File: src/rtl/mem_access_ctrl.sv
// Single-outstanding load/store front end between a core and a cache with a
// separate hit-check port, registered read-return port and write port.
module mem_access_ctrl #(
    parameter int TIMEOUT_CYCLES = 4096
) (
    input  logic        clk,
    input  logic        rst,
    input  logic        req_valid,
    output logic        req_ready,
    input  logic        req_we,
    input  logic [31:0] req_addr,
    input  logic [31:0] req_wdata,
    input  logic        flush,
    output logic        resp_valid,
    output logic [31:0] resp_data,
    output logic        resp_err,
    output logic [15:0] miss_cycles,
    output logic [31:0] c_hit_check,
    input  logic        c_hit_check_result,
    output logic        c_rden,
    output logic [31:0] c_riaddr,
    input  logic [31:0] c_roaddr,
    input  logic        c_rvalid,
    input  logic [31:0] c_rdata,
    output logic        c_wren,
    output logic [31:0] c_waddr,
    output logic [31:0] c_wdata,
    output logic        c_stall,
    output logic [2:0]  fsm_state
);

    // Handshake: a request transfers on a rising edge where req_valid && req_ready;
    // req_ready is high only in IDLE, so at most one request is ever in flight.

    localparam int CW = $clog2(TIMEOUT_CYCLES + 1);

    typedef enum logic [2:0] {
        IDLE  = 3'd0,
        CHECK = 3'd1,
        RESP  = 3'd2,
        WRITE = 3'd3,
        ERR   = 3'd4
    } state_t;

    state_t state;
    state_t state_next;

    logic          we_q;
    logic [31:0]   addr_q;
    logic [31:0]   wdata_q;
    logic [CW-1:0] wait_cnt;
    logic [CW-1:0] wait_next;
    logic          load_resp_q;
    logic [31:0]   load_data_q;

    logic accept;
    logic hit_go;
    logic miss_step;
    logic timed_out;
    logic rd_match;

    assign accept    = req_valid && (state == IDLE);
    assign hit_go    = (state == CHECK) && !flush && c_hit_check_result;
    assign miss_step = (state == CHECK) && !flush && !c_hit_check_result;
    assign wait_next = wait_cnt + 1'b1;
    assign timed_out = miss_step && (wait_next == CW'(TIMEOUT_CYCLES));
    assign rd_match  = (state == RESP) && c_rvalid && (c_roaddr == addr_q);

    always_ff @(posedge clk) begin
        if (rst) begin
            state <= IDLE;
        end else begin
            state <= state_next;
        end
    end

    always_comb begin
        state_next = state;
        case (state)
            IDLE: begin
                if (accept) begin
                    state_next = (req_addr[1:0] != 2'b00) ? ERR : CHECK;
                end
            end
            CHECK: begin
                // Flush outranks a same-cycle hit so an aborted store never writes.
                if (flush) begin
                    state_next = IDLE;
                end else if (hit_go) begin
                    state_next = we_q ? WRITE : RESP;
                end else if (timed_out) begin
                    state_next = ERR;
                end
            end
            RESP: begin
                if (rd_match) begin
                    state_next = IDLE;
                end
            end
            WRITE:   state_next = IDLE;
            ERR:     state_next = IDLE;
            default: state_next = IDLE;
        endcase
    end

    always_comb begin
        req_ready  = (state == IDLE);
        c_rden     = (state == CHECK);
        c_wren     = (state == WRITE);
        resp_err   = (state == ERR);
        resp_valid = (state == WRITE) || (state == ERR) || load_resp_q;
        resp_data  = load_resp_q ? load_data_q : 32'h0;
        c_stall    = 1'b0;
        fsm_state  = state;
    end

    // Cache-side addresses come straight from the request latch, so they
    // cannot change while a request is in CHECK.
    assign c_hit_check = addr_q;
    assign c_riaddr    = addr_q;
    assign c_waddr     = addr_q;
    assign c_wdata     = wdata_q;

    always_ff @(posedge clk) begin
        if (rst) begin
            we_q        <= 1'b0;
            addr_q      <= 32'h0;
            wdata_q     <= 32'h0;
            wait_cnt    <= '0;
            miss_cycles <= 16'h0;
            load_resp_q <= 1'b0;
            load_data_q <= 32'h0;
        end else begin
            if (accept) begin
                we_q     <= req_we;
                addr_q   <= req_addr;
                wdata_q  <= req_wdata;
                wait_cnt <= '0;
            end
            if (miss_step) begin
                wait_cnt <= wait_next;
                if (miss_cycles != 16'hffff) begin
                    miss_cycles <= miss_cycles + 16'h1;
                end
            end
            // Load data is registered, giving the response one cycle after the read return.
            load_resp_q <= rd_match;
            if (rd_match) begin
                load_data_q <= c_rdata;
            end
        end
    end

endmodule

File: config.mk
export PLATFORM = sky130hd
export DESIGN_NAME = mem_access_ctrl
export DESIGN_NICKNAME = d
export VERILOG_FILES = /design/src/rtl/mem_access_ctrl.sv
export SDC_FILE = /design/constraint.sdc
export NUM_CORES = 1
export LEC_CHECK = 0
export CORE_ASPECT_RATIO = 1.2
export CORE_MARGIN = 5
export CORE_UTILIZATION = 40
export CTS_CLUSTER_DIAMETER = 40
export DETAILED_ROUTE_END_ITERATION = 8
export DONT_BUFFER_PORTS = 1
export PLACE_DENSITY_LB_ADDON = 0.12
export SYNTH_ARGS = -nofsm -noshare
export SYNTH_HDL_FRONTEND = slang
export SYNTH_SLANG_ARGS = --single-unit
File: constraint.sdc
create_clock -name clk -period 2.4 [get_ports clk]
set_input_delay 0.48 -clock clk [delete_from_list [all_inputs] [get_ports clk]]
set_output_delay 0.48 -clock clk [all_outputs]
set_load 0.005 [all_outputs]
# [Yosys cells after proc, flatten, opt, wreduce, memory -nomap -nowiden]
# Cells that the tools add are included.
[classes] n_addsub=2 n_eq_ne=10 mux=11 bitwise=0 magnitude_cmp=0 div_mod_pow=0 shifts=0 n_reduce_logical=16 n_mul=0
[op_table] op="32-bit equality test" count=1
[op_table] op="32-bit two-way mux" count=1
[op_table] op="13-bit two-way mux" count=2
[op_table] op="3-bit two-way mux" count=6
[op_table] op="16-bit by 1-bit adder with 16-bit output, second input constant" count=1
[op_table] op="16-bit != test, second input constant" count=1
[op_table] op="13-bit by 1-bit adder with 13-bit output, second input constant" count=1
[op_table] op="13-bit equality test, second input constant" count=1
[op_table] op="3-bit case mux with 3 select lines" count=1
[op_table] op="1-bit logical AND" count=7
[op_table] op="3-bit by 2-bit equality test with 1-bit output, second input constant" count=2
[op_table] op="4-bit by 2-bit != test with 1-bit output, second input constant" count=1
[op_table] op="2-bit nonzero test" count=2
[op_table] op="3-bit by 1-bit equality test with 1-bit output, second input constant" count=1
[op_table] op="3-bit equality test, second input constant" count=1
[op_table] op="3-bit logical NOT" count=1
[op_table] op="3-bit AND reduction" count=1
[op_table] op="1-bit logical NOT" count=2
[op_table] op="1-bit logical OR" count=2
[op_table] op="2-bit by 1-bit != test with 1-bit output, second input constant" count=1
[op_table] op="2-bit != test, second input constant" count=1
[op_table] op="2-bit AND reduction" count=1
[op_table] op="1-bit two-way mux" count=1
[totals] mem_bits_rw=0 word_cells=47 n_memories=0 register_bits=130 input_bits=135 mem_bits_ro=0 latchBits=0 out_inout_bits=185

# [Logic depth before layout (Yosys ltp)]
# Gate-level depths: netlist of run 1.
[logic_depth] depth_word=8 mapped_depth=8 ltp_nobuf=7

# [Least setup slack after synthesis of run 1]
# OpenSTA, ideal clock, no wires.
[synth_path] path_type="input to register" start="in c_roaddr[7]" end="reg state[2] (netlist: fsm_state[2])" path_buffers=1 required_ns=2.342 path_slack_ns=0.469 arrival_ns=1.873 path_stages=7 setup_time_ns=0.058 cell_sequence="xor2_1 -> nor4_2 -> and4b_1 -> nand4b_1 -> buf_2 -> a221o_1 -> o21ba_1"
[synth_between] elab_chain_cells=4
[synth_rtl] item="from (decl)" line="22" source="input logic [31:0] c_roaddr,"
[synth_rtl] item="32-bit equality test" line="67" source="assign rd_match = (state == RESP) && c_rvalid && (c_roaddr == addr_q);"
[synth_rtl] item="1-bit logical AND" line="67"
[synth_rtl] item="2-bit != test (no line)"
[synth_rtl] item="3-bit AND reduction (no line)"
[synth_rtl] item="to (signal assigned)" line="73" source="state <= state_next;"
[synth_rtl] item="to (decl)" line="45" source="state_t state;"
# No other way between the ends.
# A chain may end at the register's enable or synchronous reset.

# [Final worst setup path of run 1]
[layout_path] start="reg addr_q[27] (netlist: c_hit_check[27])" end="reg load_data_q[27]"
[layout_between] elab_chain_cells=2
[layout_rtl] item="from (decl)" line="49" source="logic [31:0] addr_q;"
[layout_rtl] item="from (signal assigned)" line="136" source="addr_q <= req_addr;"
[layout_rtl] item="32-bit equality test" line="67"
[layout_rtl] item="1-bit logical AND" line="67"
[layout_rtl] item="to (signal assigned)" line="149" source="load_data_q <= c_rdata;"
[layout_rtl] item="to (decl)" line="54" source="logic [31:0] load_data_q;"
# No other way between the ends.

==> impl_metrics.py, run 1 <==
metrics = {
    "status": {
        "status": "finished, final reports clean",
    },
    "sta": {
        "finalSetupTns_ps": 0,
        "setup_viol": 0,
        "max_freq_mhz": 455,
        "timing.slew.headroom_pct": 62.5,
        "timing.final.crit_period_ps": 2200,
        "clock_skew_ps": 13.4,
        "drv_slew": 0,
        "hold_viol": 0,
        "grt_setup_unrepaired": "false",
        "tightestPinTransition_ps": 562,
        "fin_crit_sh_pct": 91.6,
    },
    "cts": {
        "clk_path_buf_depth": 2,
        "clkTransAtPathRegs_ps": 60,
        "cts_num_sinks": 130,
        "clkLatencyLatePin_ps": 410,
        "cts-resized-gates": 0,
        "cts-root-buf": "clkbuf_16",
        "numCtsBuffers": 17,
        "post_cts.repair.setup_buffers": 0,
        "htreeDepth": 4,
        "cts_hold_buffers": 0,
        "cts_tree": "yes",
    },
    "floorplanning": {
        "rows": 49,
        "io-pin-count": 320,
        "start_util_pct": 40.8,
        "coreArea_mm2": 0.0150,
        "die-area_mm2": 0.0179,
        "die_height_um": 146,
        "die_x_um": 123,
    },
    "power_and_ir_drop": {
        "switching_power_mw": 1.22,
        "power.internal_mw": 3.71,
        "cellPowerDensity_mw_per_mm2": 766,
        "ir_worst_vdd_mv": 0.420,
        "clkPwrFrac_pct": 45.5,
        "seqPwrFrac_pct": 47.5,
        "total_power_mw": 4.93,
        "power_leakage_nw": 2.59,
        "p_sw_share_pct": 24.7,
        "combPwrFrac_pct": 7.0,
    },
    "cells_and_area": {
        "final_common_cell": "nand2_1",
        "mostFrequentLayoutCells": "nand2_1, dfxtp_1, a21oi_1",
        "register_area_mm2": 0.00260,
        "final.fill_count": 1550,
        "final_nets": 817,
        "multiInputGateArea_mm2": 0.00285,
        "diodes": 0,
        "syn_to_final_growth_pct": 4.94,
        "layout-drive-gt1-share_pct": 8.09,
    },
    "logic_synthesis": {
        "yosys_warnings": 0,
        "synthesis.area_mm2": 0.00613,
        "netlist.area_leader.share_pct": 42.5,
        "synth_seq_cells": 130,
        "ys.flop_type": "dfxtp_1",
        "syn_inst": 746,
        "postSynth.asyncResetShare_pct": 0,
        "synth-seq-area-share_pct": 42.5,
        "ys_top_cells_by_area": "dfxtp_1, nand2_1, buf_4, a21oi_1, mux2i_1",
        "synth_fp_nets": 883,
        "synth_area_leader_cell": "dfxtp_1",
        "synth_edf_count": 0,
        "ys_types": 45,
        "syn_avg_cell_area_um2": 8.21,
    },
    "setup_path": {
        "path_max_fanout": 33,
        "setup.worst_path.start": "c_hit_check[27]",
        "crit_type": "reg2reg",
        "cp_data_required_time_ps": 2700,
        "reg2reg_depth": 7,
        "start_kind": "register",
        "end_kind": "register",
        "r2r-end": "load_data_q[27]",
        "arrival_ps": 2500,
        "timing.rr.start": "c_hit_check[27]",
        "reg2reg_slack_ps": 200,
    },
    "hold_path": {
        "min_path_cells": 1,
        "hp-start": "rst",
        "min_to": "c_wdata[18]",
        "hold_path.class": "in2reg",
    },
    "global_route": {
        "grt_pass1_wl_mm": 24.8,
        "grt_pass1_vias": 4685,
        "grt_overflow": 0,
        "track_usage_pct": 17.9,
        "grt_max_degree": 130,
        "antenna_found_initial": 1,
    },
    "routing": {
        "dr.pass1.iters": 4,
        "drc": 0,
        "detail_route.wl_per_cell_um": 18.6,
        "wirelength_mm": 16.7,
        "final_antenna_net_count": 0,
        "detail_route.iter0.violations": 213,
        "via_per_inst": 5.17,
        "vias": 4631,
    },
    "placement": {
        "post-dp-hpwl_mm": 12.2,
        "globalplace.congestion": 0.775,
        "io_buffers": 0,
    },
    "run": {
        "cap_viol_max_count": 0,
    },
}
==> how the worst max path moves through the flow <==
stage / endpoint / slack (ps) / cells after the start
after global routing: load_data_q[0] / 20 / 7
final: load_data_q[27] / 200 / 7
after floorplan: fsm_state[2] / 470 / 7
after detailed placement: load_data_q[0] / 110 / 7
after global placement: fsm_state[1] / 240 / 7
after CTS: load_data_q[0] / 110 / 7
==> flip-flops by register name, indices dropped and copies added (netlist names) <==
register / cells
load_data_q: 32
load_resp_q: 1
c_wdata: 32
we_q: 1
miss_cycles: 16
wait_cnt: 13
fsm_state: 3
c_hit_check: 32
==> power groups by stage <==
stage | Sequential [mW] | Clock (mW) | Combinational, mW
finish | 2.34 | 2.24 | 0.344
global route | 2.36 | 2.42 | 0.390
CTS | 2.34 | 2.33 | 0.351
detailed placement | 2.39 | 0 | 0.351
global placement | 2.39 | 0 | 0.344
floorplan | 2.36 | 0 | 0.369
==> final cells by class <==
class	instances	area share, %
clock buffers	21	7.01
inverters	4	0.234
well taps	204	3.97
multi-input cells	505	44.4
flip-flops and latches	130	40.5
clock inverters	10	0.992
repair buffers	22	2.96
==> routing by layer <==
metal	part of all wire [%]	routed length, um	global-route usage [%]
met5	0.042	7	0
met4	1.4	226	6.26
met3	8.4	1400	7.15
met1	38	6380	18.9
met2	52	8640	31.9
==> stage by stage <==
step                cell area [um^2]  hold slack (ps)  setup slack, ps  utilization, %  cells
finish                          6430              137              201            42.8    896
floorplan                       6130              437              469               -    746
global placement                5920              448              240            39.4    865
detailed placement              5920              454              113            39.4    865
global route                    6430              108             19.7            42.8    896
CTS                             6430              111              109            42.8    896
==> Yosys cell counts (3+ instances only) <==
cell type,n
a22oi_1,3
nor3b_1,4
buf_2,12
and2_1,37
nand2_1,142
and3_1,4
nand4_1,6
clkbuf_1,30
xor2_1,27
a211oi_1,3
o21ai_0,9
a21oi_1,81
nor3_1,7
xnor2_1,22
mux2i_1,33
nor4_1,5
buf_4,65
nand3_1,17
dfxtp_1,130
or3_1,6
nor2_1,67
and4_1,5
inv_1,4
==> cells by family (layout without fill, tap and decap cells) <==
logic type               count (synthesis)  after routing  synth area share (%)
other                                    1              1                0.0612
buffers and inverters                  111             57                  11.0
multiplexers                            33             33                  5.39
adder cells (fa/ha/maj)                  2              2                 0.408
XOR/XNOR                                49             49                  7.00
AO/OA/AOI/OAI                          107            107                  9.68
AND/OR/NAND/NOR                        313            313                  24.0
flip-flops                             130            130                  42.5
==> worst max-delay path: stages, from the launching register on <==
cell and delay, ps:
dfxtp_1 520, xor2_1 140, nor4_1 360, nand2_1 160, nand4b_1 250, buf_4 350
mux2i_1 230, nor2_1 60
Power figures use the tool's default switching activity.
==> run 2, diff against run 1 <==
Settings changed: SKIP_CTS_REPAIR_TIMING from default to 1.
==> results of run 2 <==
Same layout as run 1: the final DEF is identical, and so are final timing and power.
